==> src/rtl/secure_router_p.sv <==
// secure_router_p: accepts one word per valid/ready handshake, checks the key
// and destination, then serialises the payload LSB-first onto the selected
// channel with a per-channel strobe. Rejected words are dropped and counted.
module secure_router_p #(
   parameter int               DATA_W = 4,
   parameter int               NUM_CH = 4,
   parameter int               KEY_W  = 4,
   parameter logic [KEY_W-1:0] KEY    = 4'hA,
   localparam int              ADDR_W = $clog2(NUM_CH)
) (
   input  logic              clk,
   input  logic              rst_n,
   input  logic              in_valid,
   output logic              in_ready,
   input  logic [ADDR_W-1:0] in_addr,
   input  logic [KEY_W-1:0]  in_key,
   input  logic [DATA_W-1:0] in_data,
   output logic [NUM_CH-1:0] data_out,
   output logic [NUM_CH-1:0] strobe_out,
   output logic              err_pulse,
   output logic [7:0]        drop_count
);

   localparam int              CNT_W    = (DATA_W > 1) ? $clog2(DATA_W) : 1;
   localparam logic [CNT_W-1:0] LAST_BIT = CNT_W'(DATA_W - 1);

   typedef enum logic {
      IDLE  = 1'b0,
      SHIFT = 1'b1
   } state_t;

   state_t              state_q,  state_d;
   logic [DATA_W-1:0]   shift_q,  shift_d;
   logic [CNT_W-1:0]    cnt_q,    cnt_d;
   logic [NUM_CH-1:0]   strobe_q, strobe_d;
   logic [NUM_CH-1:0]   data_q,   data_d;
   logic                err_q,    err_d;
   logic [7:0]          drop_q,   drop_d;

   logic                accept;
   logic                pass;
   logic [NUM_CH-1:0]   sel_onehot;

   // Ready is the only combinational output; it follows the state directly.
   assign in_ready   = (state_q == IDLE);
   assign accept     = in_valid & in_ready;
   // The address is widened by one bit so NUM_CH itself is representable.
   assign pass       = (in_key == KEY) && ({1'b0, in_addr} < (ADDR_W + 1)'(NUM_CH));
   assign sel_onehot = NUM_CH'(1) << in_addr;

   // Next-state and next-output logic; the strobe register doubles as the latched address.
   always_comb begin
      // NOTE: every signal gets a default first so no path leaves it unassigned (no latches).
      state_d  = state_q;
      shift_d  = shift_q;
      cnt_d    = cnt_q;
      strobe_d = strobe_q;
      data_d   = data_q;
      err_d    = 1'b0;
      drop_d   = drop_q;
      unique case (state_q)
         IDLE: begin
            if (accept) begin
               if (pass) begin
                  state_d  = SHIFT;
                  shift_d  = in_data >> 1;
                  cnt_d    = '0;
                  strobe_d = sel_onehot;
                  data_d   = sel_onehot & {NUM_CH{in_data[0]}};
               end else begin
                  err_d = 1'b1;
                  if (drop_q != 8'hFF) drop_d = drop_q + 8'd1;
               end
            end
         end
         SHIFT: begin
            if (cnt_q == LAST_BIT) begin
               state_d  = IDLE;
               shift_d  = '0;
               strobe_d = '0;
               data_d   = '0;
            end else begin
               cnt_d   = cnt_q + CNT_W'(1);
               data_d  = strobe_q & {NUM_CH{shift_q[0]}};
               shift_d = shift_q >> 1;
            end
         end
         default: state_d = IDLE;
      endcase
   end

   // State and output registers; reset aborts any frame in progress.
   always_ff @(posedge clk or negedge rst_n) begin
      if (!rst_n) begin
         state_q  <= IDLE;
         shift_q  <= '0;
         cnt_q    <= '0;
         strobe_q <= '0;
         data_q   <= '0;
         err_q    <= 1'b0;
         drop_q   <= 8'h00;
      end else begin
         // NOTE: non-blocking assignments so all registers update from the same pre-edge values.
         state_q  <= state_d;
         shift_q  <= shift_d;
         cnt_q    <= cnt_d;
         strobe_q <= strobe_d;
         data_q   <= data_d;
         err_q    <= err_d;
         drop_q   <= drop_d;
      end
   end

   assign data_out   = data_q;
   assign strobe_out = strobe_q;
   assign err_pulse  = err_q;
   assign drop_count = drop_q;

endmodule

==> config.mk <==
export PLATFORM = sky130hd
export DESIGN_NAME = secure_router_p
export DESIGN_NICKNAME = d
export VERILOG_FILES = /design/src/rtl/secure_router_p.sv
export SDC_FILE = /design/constraint.sdc
export NUM_CORES = 1
export LEC_CHECK = 0
export BUFFER_PORTS_ARGS = -buffer_cell sky130_fd_sc_hd__buf_2
export CORE_MARGIN = 5
export CORE_UTILIZATION = 42
export DETAILED_ROUTE_END_ITERATION = 16
export GPL_ROUTABILITY_DRIVEN = 0
export PLACE_DENSITY = 0.78
export SYNTH_ARGS = -nofsm -noshare
export SYNTH_HDL_FRONTEND = slang
export SYNTH_SLANG_ARGS = --single-unit
==> constraint.sdc <==
create_clock -name clk -period 2.7 [get_ports clk]
set_clock_uncertainty 0.15 [all_clocks]
set_input_delay 0 -clock clk [delete_from_list [all_inputs] [get_ports clk]]
set_output_delay 0 -clock clk [all_outputs]
set_load 0.01 [all_outputs]
After elaboration in Yosys (flattened, before gate mapping)
Index checks and enable logic that the tools add are counted.
{"block": "op_classes", "n_div": 0, "eq_ne": 7, "n_mul": 0, "n_reduce_logical": 4, "bitwise_logic": 5, "add_sub_neg": 2, "mux": 23, "n_lt_le_gt_ge": 0, "shifts": 1}
{"op": "4-bit two-way mux", "count": 8}
{"op": "4-bit one-hot mux with 2 select lines", "count": 3}
{"op": "8-bit by 1-bit adder with 8-bit output (second input constant)", "count": 1}
{"op": "4-bit bitwise AND", "count": 2}
{"op": "8-bit != test (second input constant)", "count": 1}
{"op": "1-bit two-way mux", "count": 6}
{"op": "2-bit two-way mux", "count": 3}
{"op": "2-bit by 1-bit != test with 1-bit output (second input constant)", "count": 3}
{"op": "3-bit AND reduction", "count": 2}
{"op": "4-bit == test (second input constant)", "count": 1}
{"op": "2-bit one-hot mux with 2 select lines", "count": 1}
{"op": "4-bit AND reduction", "count": 1}
{"op": "1-bit by 2-bit << shifter with 4-bit output (first input constant)", "count": 1}
{"op": "3-bit two-way mux", "count": 1}
{"op": "2-bit by 1-bit adder with 2-bit output (second input constant)", "count": 1}
{"op": "2-bit == test (second input constant)", "count": 1}
{"op": "2-bit != test (second input constant)", "count": 1}
{"op": "1-bit NOT", "count": 2}
{"op": "1-bit one-hot mux with 2 select lines", "count": 1}
{"op": "2-bit AND reduction", "count": 1}
{"op": "1-bit bitwise AND", "count": 1}
{"block": "word_totals", "wordCells": 49, "latch_bits": 0, "regBits": 24, "mem_bits_rw": 0, "rom_bits": 0, "n_memories": 0}

Depth between registers and ports, before layout
Gate-level depths: netlist of the first run.
{"block": "depth", "ltp_word": 5, "depth_mapped": 5}

Worst setup path before layout of the first run
OpenSTA, ideal clock, no wires.
{"block": "synth_timing", "path_kind": "reg-to-reg", "startpoint": "reg drop_q[2], in the netlist drop_count[2]", "endpoint": "reg drop_q[5], in the netlist drop_count[5]", "setup_time_ns": 0.125, "slack_ns": 1.151, "path_buffers": 0, "t_required_ns": 2.425, "path_stages_with_launch": 5, "period_less_slack_ns": 1.549, "arrival_ns": 1.274, "path_cell_list": "dfrtp_1 > nand3_1 > nor4b_4 > nand3_2 > mux2_4"}
{"block": "synth_via", "elab_chain_len": 2, "elab_cells_between_ends": 3}
{"item": "start: declaration", "line": "38", "rtl": "logic [7:0] drop_q, drop_d;"}
{"item": "start signal: assignment", "line": "110", "rtl": "drop_q <= drop_d;"}
{"item": "parallel branches: the longest is 2 deep, another holds 8-bit by 1-bit adder with 8-bit output"}
Several ways; the timed one is not identified.
A chain may end at the register's enable or synchronous reset.

Worst setup path after layout of the first run
{"block": "layout_timing", "startpoint": "reg state_q", "endpoint": "reg strobe_q[3], in the netlist strobe_out[3]"}
{"block": "layout_via", "elab_chain_len": 4, "elab_cells_between_ends": 7}
{"item": "start: declaration", "line": "32", "rtl": "state_t state_q, state_d;"}
{"item": "start signal: assignment", "line": "104", "rtl": "state_q <= state_d;"}
{"item": "1-bit NOT (no source line)"}
{"item": "1-bit bitwise AND", "line": "46", "rtl": "assign accept = in_valid & in_ready;"}
{"item": "2-bit by 1-bit != test with 1-bit output (no source line)"}
{"item": "3-bit AND reduction (no source line)"}
{"item": "end signal: assignment", "line": "107", "rtl": "strobe_q <= strobe_d;"}
{"item": "end: declaration", "line": "35", "rtl": "logic [NUM_CH-1:0] strobe_q, strobe_d;"}
Several ways; a longest one is shown, not always the timed one.

==> results.yml, run 1 <==
global_routing:
  antenna_found_initial: 0
  track_usage: 0.138
  grt_pass1_vias: 1050
  grt_max_degree: 24
  grt_pass1_wl_mm: 4.60
  overflow: 0
floorplan:
  initial_utilization: 0.425
  die_area_um2: 3860
  fp.coreArea_um2: 2690
  chipWidth_um: 62.2
  die_h_um: 62.2
  num_rows: 19
  io_pins: 31
placement:
  port-buffer-count: 30
  dp_cells: 167
  place_area_um2: 1320
  post-dp-hpwl_mm: 1.85
flow_run:
  cap_violations: 0
sta:
  hold_viol: 0
  setup_viol: 0
  slew_headroom: 0.663
  slew_violations: 0
  fin_tns_setup_ps: 0
  min_period_over_period: 0.620
  rsz0062_at_grt: "false"
  max_freq_mhz: 598
  worst_slew_pin_slew_ps: 506
  period_needed_ps: 1670
synthesis:
  syn_nets: 122
  ys.warnings.count: 0
  ys.flop_type: "dfrtp_1"
  yosysSeqAreaShare: 0.504
  synth_cells: 107
  async_flop_share: 1.00
  synth-edff-count: 0
  ys_ff_latch: 23
  syn-cell-area_um2: 1140
  avgSynthCellArea_um2: 10.7
  synth.distinct_cells: 28
final_layout:
  num_antenna_cells: 0
  multi_input_area_um2: 541
  finalNetCount: 165
  final_cell_area_um2: 1440
  drive_above_1_share: 0.289
  n_fill_cell: 261
  seq_area_um2: 576
  fin_util: 0.537
  fin_cells: 180
  mostFrequentLayoutCells: "buf_2, dfrtp_1, nand2_1, o21ai_0, dlygate4sd3_1"
  final_common_cell: "buf_2"
  syn_to_final_growth_pct: 26.2
setup_path:
  crit_path_start: "state_q"
  crit_fanout: 14
  max_stage_delay_ps: 680
  worstSetupPathType: "reg2reg"
  cp_slowest_cell: "dfrtp_1"
  crit_required_ps: 2770
  cp_cell_sequence: "inv_1 > nor2_1 > nand2_1 > o311ai_1"
  arrival_ps: 1750
  ff2ff_setup_slack_ps: 1030
  startpoint_type: "register"
  cp-end-kind: "register"
  reg2reg_from: "state_q"
min_path:
  hold_class: "in2async"
power_and_ir_drop:
  powerDensity_nw_per_um2: 910
  power_mw: 1.31
  ir_drop_mv: 0.747
  p_leak_nw: 0.714
clock_tree:
  root_buffer: "clkbuf_4"
  htreeDepth: 1
  clock_path_buffers: 2
  ctsResizeCount: 0
  clkTransAtPathRegs_ps: 130
  clock_sinks: 23
  cts_setup_buffers: 0
  clock_latency_ps: 320
  cts_tree: "done"
  numCtsBuffers: 3
detailed_routing:
  postRouteAntennaNets: 0
  drtPass1Iterations: 4
  num_vias: 961
  wl_per_cell_um: 13.7
  drt_iter0_drc: 39
  drc_errors: 0
  wl_mm: 2.47
  vias_per_cell: 5.34
run_status:
  outcome: "completed"
-- critical path, delay by kind of cell (launching register included) --
kind	cells	cell delay, ps
buffers and inverters	1	190
AO/OA/AOI/OAI	1	80
AND/OR/NAND/NOR	2	480
flip-flops	1	680
-- worst paths after layout --
kind	end	cells after the start
max	strobe_out[3]	4
min	cnt_q[1]	2
max reg2reg	strobe_out[3]	4
min reg2reg	data_out[3]	2
max in group asynchronous	shift_q[1]	2
min in group clk	data_out[0]	4
-- cells in the mapped netlist, types with 3 or more instances --
library cell | n | area share
o21ai_0 | 11 | 0.048
nor2b_1 | 3 | 0.016
a21oi_1 | 4 | 0.018
dfrtp_1 | 23 | 0.50
nand3_1 | 6 | 0.026
nand2_1 | 16 | 0.053
xnor2_1 | 4 | 0.031
nor2_1 | 4 | 0.013
and3_1 | 3 | 0.016
mux2i_1 | 7 | 0.061
inv_1 | 3 | 0.0099
-- cells by family after synthesis --
logic type / synth area share
compound gates: 0.116
xor+xnor: 0.0383
fa+ha+maj: 0.0219
buf+inv: 0.0230
flops: 0.504
mux: 0.0876
simple gates: 0.209
-- routing by layer --
layer	wire [um]	vias up	GRT usage
met3	171	4	0.0450
met1	1060	452	0.171
met5	0	-	0
met4	29	0	0.0298
met2	1210	42	0.233
li1	-	463	-
-- cell type report --
class | instances | area share
flip-flops and latches | 23 | 0.399
multi-input cells | 79 | 0.375
repair buffers | 40 | 0.172
well taps | 31 | 0.0269
clock buffers | 3 | 0.0156
inverters | 3 | 0.00781
clock inverters | 1 | 0.00347
-- sequential cells by signal, summed over array words and instances, names as in the netlist --
signal      flops
cnt_q           2
shift_q         3
drop_count      8
state_q         1
data_out        4
strobe_out      4
err_pulse       1
-- power breakdown --
group	total [mW]	internal, mW	leakage (nW)	switching [mW]
clock	0.164	0.0555	0.0177	0.109
combinational	0.523	0.245	0.404	0.278
sequential	0.625	0.476	0.292	0.150
-- timing repair --
| item | CTS | global route |
|---|---|---|
| endpoints found under the hold margin | 38 | 0 |
| hold buffers | 9 | 0 |
| endpoints found under the setup margin | 0 | 0 |
-- through the flow --
| stage | hold WS [ps] | setup WS [ps] |
|---|---|---|
| finish | 11.0 | 1030 |
| global route | 58.9 | 833 |
| CTS | 28.6 | 1020 |
| detailed placement | -148 | 1050 |
| global placement | -158 | 1080 |
| floorplan | -446 | 1150 |
Note: power is estimated with default switching activity, not from simulation.
==> run 2: changes to the inputs <==
==> constraint.sdc (replaced) <==
create_clock -name clk -period 1.6 [get_ports clk]
set_clock_uncertainty 0.15 [all_clocks]
set_input_delay 0 -clock clk [delete_from_list [all_inputs] [get_ports clk]]
set_output_delay 0 -clock clk [all_outputs]
set_load 0.01 [all_outputs]
==> run 2 against run 1 <==
Net effect:
- non-clock buffer count is 5 higher
- combinational power up 100%
- maximum frequency up 9.7%
- critical path depth stayed put
- via count is 2.3% higher
- final cell count increased by 2.8%
- die area unchanged
- count of clock-buffer cells in the layout stayed put
- sequential power up 57%
- global-route usage down 0.14 points
- power increased by 77%
- critical path type unchanged
==> results.yml, run 2 (synthesis results as in run 1) <==
power_and_ir_drop:
  powerDensity_nw_per_um2: 1570
  sequentialPowerShare: 0.423
  p_sw_mw: 0.934
  p_leak_nw: 0.735
  power_mw: 2.33
  ir_drop_mv: 1.05
  p_comb_frac: 0.459
  clkPwrFrac: 0.118
  internal_power_mw: 1.39
  switching_share: 0.401
sta:
  min_period_over_period: 0.953
  hold_viol: 0
  slew_violations: 0
  setup_ws_ps: 75.7
  max_freq_mhz: 656
  fin_tns_setup_ps: 0
  whs_ps: 10.8
  slew_headroom: 0.653
  period_needed_ps: 1520
  setup_viol: 0
  worst_slew_pin_slew_ps: 521
final_layout:
  syn_to_final_growth_pct: 30.0
  final_common_cell: "buf_2"
  finalNetCount: 170
  seq_area_um2: 577
  multi_input_area_um2: 546
  final_cell_area_um2: 1490
  n_fill_cell: 245
  largest_reg_flops: 8
  mostFrequentLayoutCells: "buf_2, dfrtp_1, nand2_1, o21ai_0, dlygate4sd3_1"
  fin_cells: 185
  num_antenna_cells: 0
  fin_util: 0.553
  drive_above_1_share: 0.331
setup_path:
  reg2reg_from: "drop_count[0]"
  startpoint_type: "register"
  cp-end-kind: "register"
  crit_path_start: "drop_count[0]"
  crit_fanout: 4
  worstSetupPathType: "reg2reg"
  ff2ff_setup_slack_ps: 80
  arrival_ps: 1600
  crit_required_ps: 1680
global_routing:
  overflow: 0
  grt_pass1_wl_mm: 4.48
  grt_max_degree: 24
  grt_pass1_vias: 1013
  track_usage: 0.137
  antenna_found_initial: 0
detailed_routing:
  vias_per_cell: 5.31
  drtPass1Iterations: 4
  drt_iter0_drc: 41
  num_vias: 983
  wl_per_cell_um: 13.7
  drc_errors: 0
  wl_mm: 2.53
  postRouteAntennaNets: 0
placement:
  port-buffer-count: 30
  detailedPlace.worstSlack_ps: 63.7
  place_area_um2: 1360
  post-dp-hpwl_mm: 1.89
  dp_cells: 172
floorplan:
  initial_utilization: 0.425
  io_pins: 31
  fp.coreArea_um2: 2690
  chipWidth_um: 62.2
  die_h_um: 62.2
  die_area_um2: 3860
  num_rows: 19
clock_tree:
  clkTransAtPathRegs_ps: 140
  clock_path_buffers: 2
  clock_latency_ps: 320
  htreeDepth: 1
  root_buffer: "clkbuf_4"
  clock_sinks: 23
  cts_tree: "done"
  numCtsBuffers: 3
min_path:
  hold_class: "in2async"
flow_run:
  cap_violations: 0
run_status:
  outcome: "completed"
==> run 2: changes by cell type in the layout (fill, tap and decap cells not counted), sizes merged <==
cell and change:
buf +5
==> run 2: worst max-delay path, cell delays in order, from the launching register on <==
cell	delay, ps
dfrtp_1	430
nand3_1	130
nor4b_4	310
nand3_2	120
mux2_4	300
==> run 2: final timing paths <==
path,depth (start not counted),to
min in group clk,4,data_out[0]
setup reg to reg,4,drop_count[5]
max in group asynchronous,2,state_q
hold / removal,2,data_out[1]
setup / recovery,4,drop_count[5]
hold reg to reg,2,shift_q[0]
==> run 2: cell type report <==
| class | instances | share of cell area |
|---|---|---|
| Clock buffer | 3 | 0.0152 |
| Inverter | 3 | 0.00758 |
| Timing Repair Buffer | 45 | 0.192 |
| Sequential cell | 23 | 0.388 |
| Clock inverter | 1 | 0.00337 |
| Multi-Input combinational cell | 79 | 0.367 |
| Tap cell | 31 | 0.0261 |
==> run 2: what timing repair did <==
item / CTS / global route
hold buffers: 9 / 0
resized for setup: 0 / 3
endpoints found under the setup margin: 0 / 10
setup buffers: 0 / 0
endpoints found under the hold margin: 39 / 0
==> run 2: power by group through the flow <==
stage,Clock (mW),Combinational (mW),Sequential [mW]
final,0.275,1.07,0.984
after global routing,0.312,1.19,1.02
after CTS,0.288,1.07,0.981
after detailed placement,0,1.05,0.992
after global placement,0,1.01,0.976
after floorplan,0,0.520,1.09
==> run 2: layer usage <==
layer,up-vias,share of wire,GRT usage
met5,-,0,0
met4,0,0.0067,0.0244
met3,4,0.068,0.0468
met2,29,0.50,0.237
met1,471,0.43,0.164
li1,479,-,-
==> run 3: changes to the inputs <==
--- a/config.mk
+++ b/config.mk
@@ -5,12 +5,13 @@
 export SDC_FILE = /design/constraint.sdc
 export NUM_CORES = 1
 export LEC_CHECK = 0
+export ABC_AREA = 1
 export BUFFER_PORTS_ARGS = -buffer_cell sky130_fd_sc_hd__buf_2
 export CORE_MARGIN = 5
 export CORE_UTILIZATION = 42
 export DETAILED_ROUTE_END_ITERATION = 16
 export GPL_ROUTABILITY_DRIVEN = 0
-export PLACE_DENSITY = 0.78
+export PLACE_DENSITY = 0.77
 export SYNTH_ARGS = -nofsm -noshare
 export SYNTH_HDL_FRONTEND = slang
 export SYNTH_SLANG_ARGS = --single-unit
==> run 3 against run 2 <==
Net effect:
- utilization up 0.82 points
- final cell count up 31%
- sequential power about the same
- die area up 7.8%
- combinational power down 14%
- sequential share of layout area down 2.3 points
- sequential cell count unchanged
- largest cell class is now multi-input combinational cells
==> results.yml, run 3 <==
synthesis:
  synth-edff-count: 0
  syn-cell-area_um2: 1250
  synth_cells: 167
  syn_nets: 182
  synth.distinct_cells: 23
  yosysTopAreaCellShare: 0.461
  synth_compound_area_frac: 0.0240
  synthTopCellsByArea: "dfrtp_1, nand2_1, nand3_1"
  synth_top_family_by_area: "simple AND/OR/NAND/NOR gates"
  synth_top_area_cell: "dfrtp_1"
  yosys-top-cells-count: "nand2_1, dfrtp_1, inv_1"
  synth_mux_area_frac: 0
  async_flop_share: 1.00
  yosysSeqAreaShare: 0.461
  ys.flop_type: "dfrtp_1"
  synth-simple-area-share: 0.399
  yosysMostFrequentCell: "nand2_1"
  ys.warnings.count: 0
  synth-xor-area-share: 0.0210
  avgSynthCellArea_um2: 7.48
  synth_fa_ha_area_frac: 0.0200
  ys_ff_latch: 23
sta:
  slew_headroom: 0.654
  slew_violations: 0
  rsz0062_at_grt: "false"
  max_freq_mhz: 702
  min_period_over_period: 0.890
  period_needed_ps: 1420
  worst_slew_pin_slew_ps: 518
  fin_tns_setup_ps: 0
  setup_ws_ps: 175
  setup_viol: 0
  hold_viol: 0
placement:
  post-dp-hpwl_mm: 1.96
  detailedPlace.worstSlack_ps: 196
  port-buffer-count: 30
setup_path:
  worstSetupPathType: "reg2reg"
  regToRegEndpoint: "data_out[3]"
  arrival_ps: 1540
  rr_worst_depth: 8
  crit_required_ps: 1710
  ff2ff_setup_slack_ps: 180
  startpoint_type: "register"
  reg2reg_from: "cnt_q[0]"
  crit_fanout: 10
  cp-end-kind: "register"
clock_tree:
  root_buffer: "clkbuf_4"
  numCtsBuffers: 3
  clkTransAtPathRegs_ps: 130
  htreeDepth: 1
  clock_path_buffers: 2
  cts_tree: "done"
  cts_setup_buffers: 0
  clock_latency_ps: 310
  clock_sinks: 23
min_path:
  hold_class: "in2async"
detailed_routing:
  wl_per_cell_um: 11.3
  wl_met1_mm: 1.27
  topRoutingLayerUsed: "met4"
  drc_errors: 0
  num_vias: 1157
  vias_per_cell: 4.76
  wl_met2_mm: 1.33
  postRouteAntennaNets: 0
  drtPass1Iterations: 4
  wl_mm: 2.75
  drt_iter0_drc: 36
  wl_met3_um: 101
power_and_ir_drop:
  powerDensity_nw_per_um2: 1400
  power_mw: 2.20
  p_leak_nw: 0.900
  ir_drop_mv: 0.624
final_layout:
  finalNetCount: 228
  mostFrequentLayoutCells: "nand2_1, buf_2, dfrtp_1, inv_1"
  syn_to_final_growth_pct: 26.1
  num_antenna_cells: 0
  multi_input_area_um2: 579
  n_fill_cell: 284
  drive_above_1_share: 0.231
  seq_area_um2: 576
  final_common_cell: "nand2_1"
  largest_reg_flops: 8
global_routing:
  track_usage: 0.144
  overflow: 0
  grt_pass1_wl_mm: 4.75
  antenna_found_initial: 0
  grt_max_degree: 24
  grt_pass1_vias: 1075
flow_run:
  cap_violations: 0
floorplan:
  io_pins: 31
  fp.coreArea_um2: 2810
  initial_utilization: 0.445
  num_rows: 19
  die_area_um2: 4160
  chipWidth_um: 64.5
  die_h_um: 64.5
run_status:
  outcome: "completed"
==> run 3: cell count changes in the layout (fill, tap and decap cells not counted), moves of 3 or more <==
| cell | delta |
|---|---|
| and3_1 | -3 |
| buf_4 | -5 |
| dlygate4sd3_1 | +3 |
| nor3_1 | +4 |
| inv_1 | +11 |
| nor2b_1 | -3 |
| mux2i_1 | -7 |
| o21ai_0 | -7 |
| nand3_1 | +6 |
| nand2_1 | +65 |
| a21oi_1 | -3 |
==> run 3: worst max-delay path: stages, from the launching register on <==
cell	delay, ps
dfrtp_1	420
ha_1	200
inv_1	60
nand2_2	140
nor2_4	160
nand2_1	50
o21ai_0	70
nand2_1	70
nand2_1	60
==> run 3: worst max-delay path by stage <==
stage	startpoint	endpoint	depth (start not counted)	slack, ps
after floorplan	drop_count[0]	drop_count[2]	7	240
after global placement	drop_count[0]	drop_count[0]	7	220
after detailed placement	drop_count[0]	drop_count[2]	7	200
after CTS	drop_count[0]	drop_count[2]	7	180
after global routing	drop_count[1]	drop_count[7]	6	70
final	cnt_q[0]	data_out[3]	8	180
==> run 3: layer usage <==
layer | GRT usage | up-vias
met2 | 0.245 | 33
met3 | 0.0173 | 4
met5 | 0 | -
li1 | - | 604
met1 | 0.184 | 516
met4 | 0.0633 | 0
==> run 3: stage by stage <==
stage	instances	cell area [um2]	hold slack, ps	utilization
CTS	243	1570	29.3	0.561
detailed placement	227	1430	-145	0.508
global placement	227	1430	-144	0.508
finish	243	1570	31.7	0.561
global route	243	1570	67.2	0.561
floorplan	167	1250	-446	-
==> run 3: power by group <==
group | internal, mW | total, mW | switching, mW | leakage (nW)
Clock | 0.0935 | 0.267 | 0.174 | 0.0177
Sequential | 0.802 | 1.01 | 0.211 | 0.300
Combinational | 0.368 | 0.918 | 0.550 | 0.583
Total | 1.26 | 2.20 | 0.935 | 0.900
==> run 3: what timing repair did <==
item,in CTS,in global routing
hold buffers,12,0
resized for setup,0,0
hold endpoints to repair,37,0
==> run 3: kinds of logic (layout without fill, tap and decap cells) <==
| group | after synthesis | count (layout) |
|---|---|---|
| compound gates | 6 | 6 |
| xor+xnor | 3 | 3 |
| fa+ha+maj | 2 | 2 |
| buf+inv | 20 | 65 |
| flops | 23 | 23 |
| simple gates | 113 | 113 |
==> run 3: cell type report <==
type,count,share of cell area
clock buffers,3,0.0143
clock inverters,1,0.00318
inverters,18,0.0477
multi-input cells,124,0.368
flip-flops and latches,23,0.366
well taps,31,0.0246
repair buffers,43,0.176
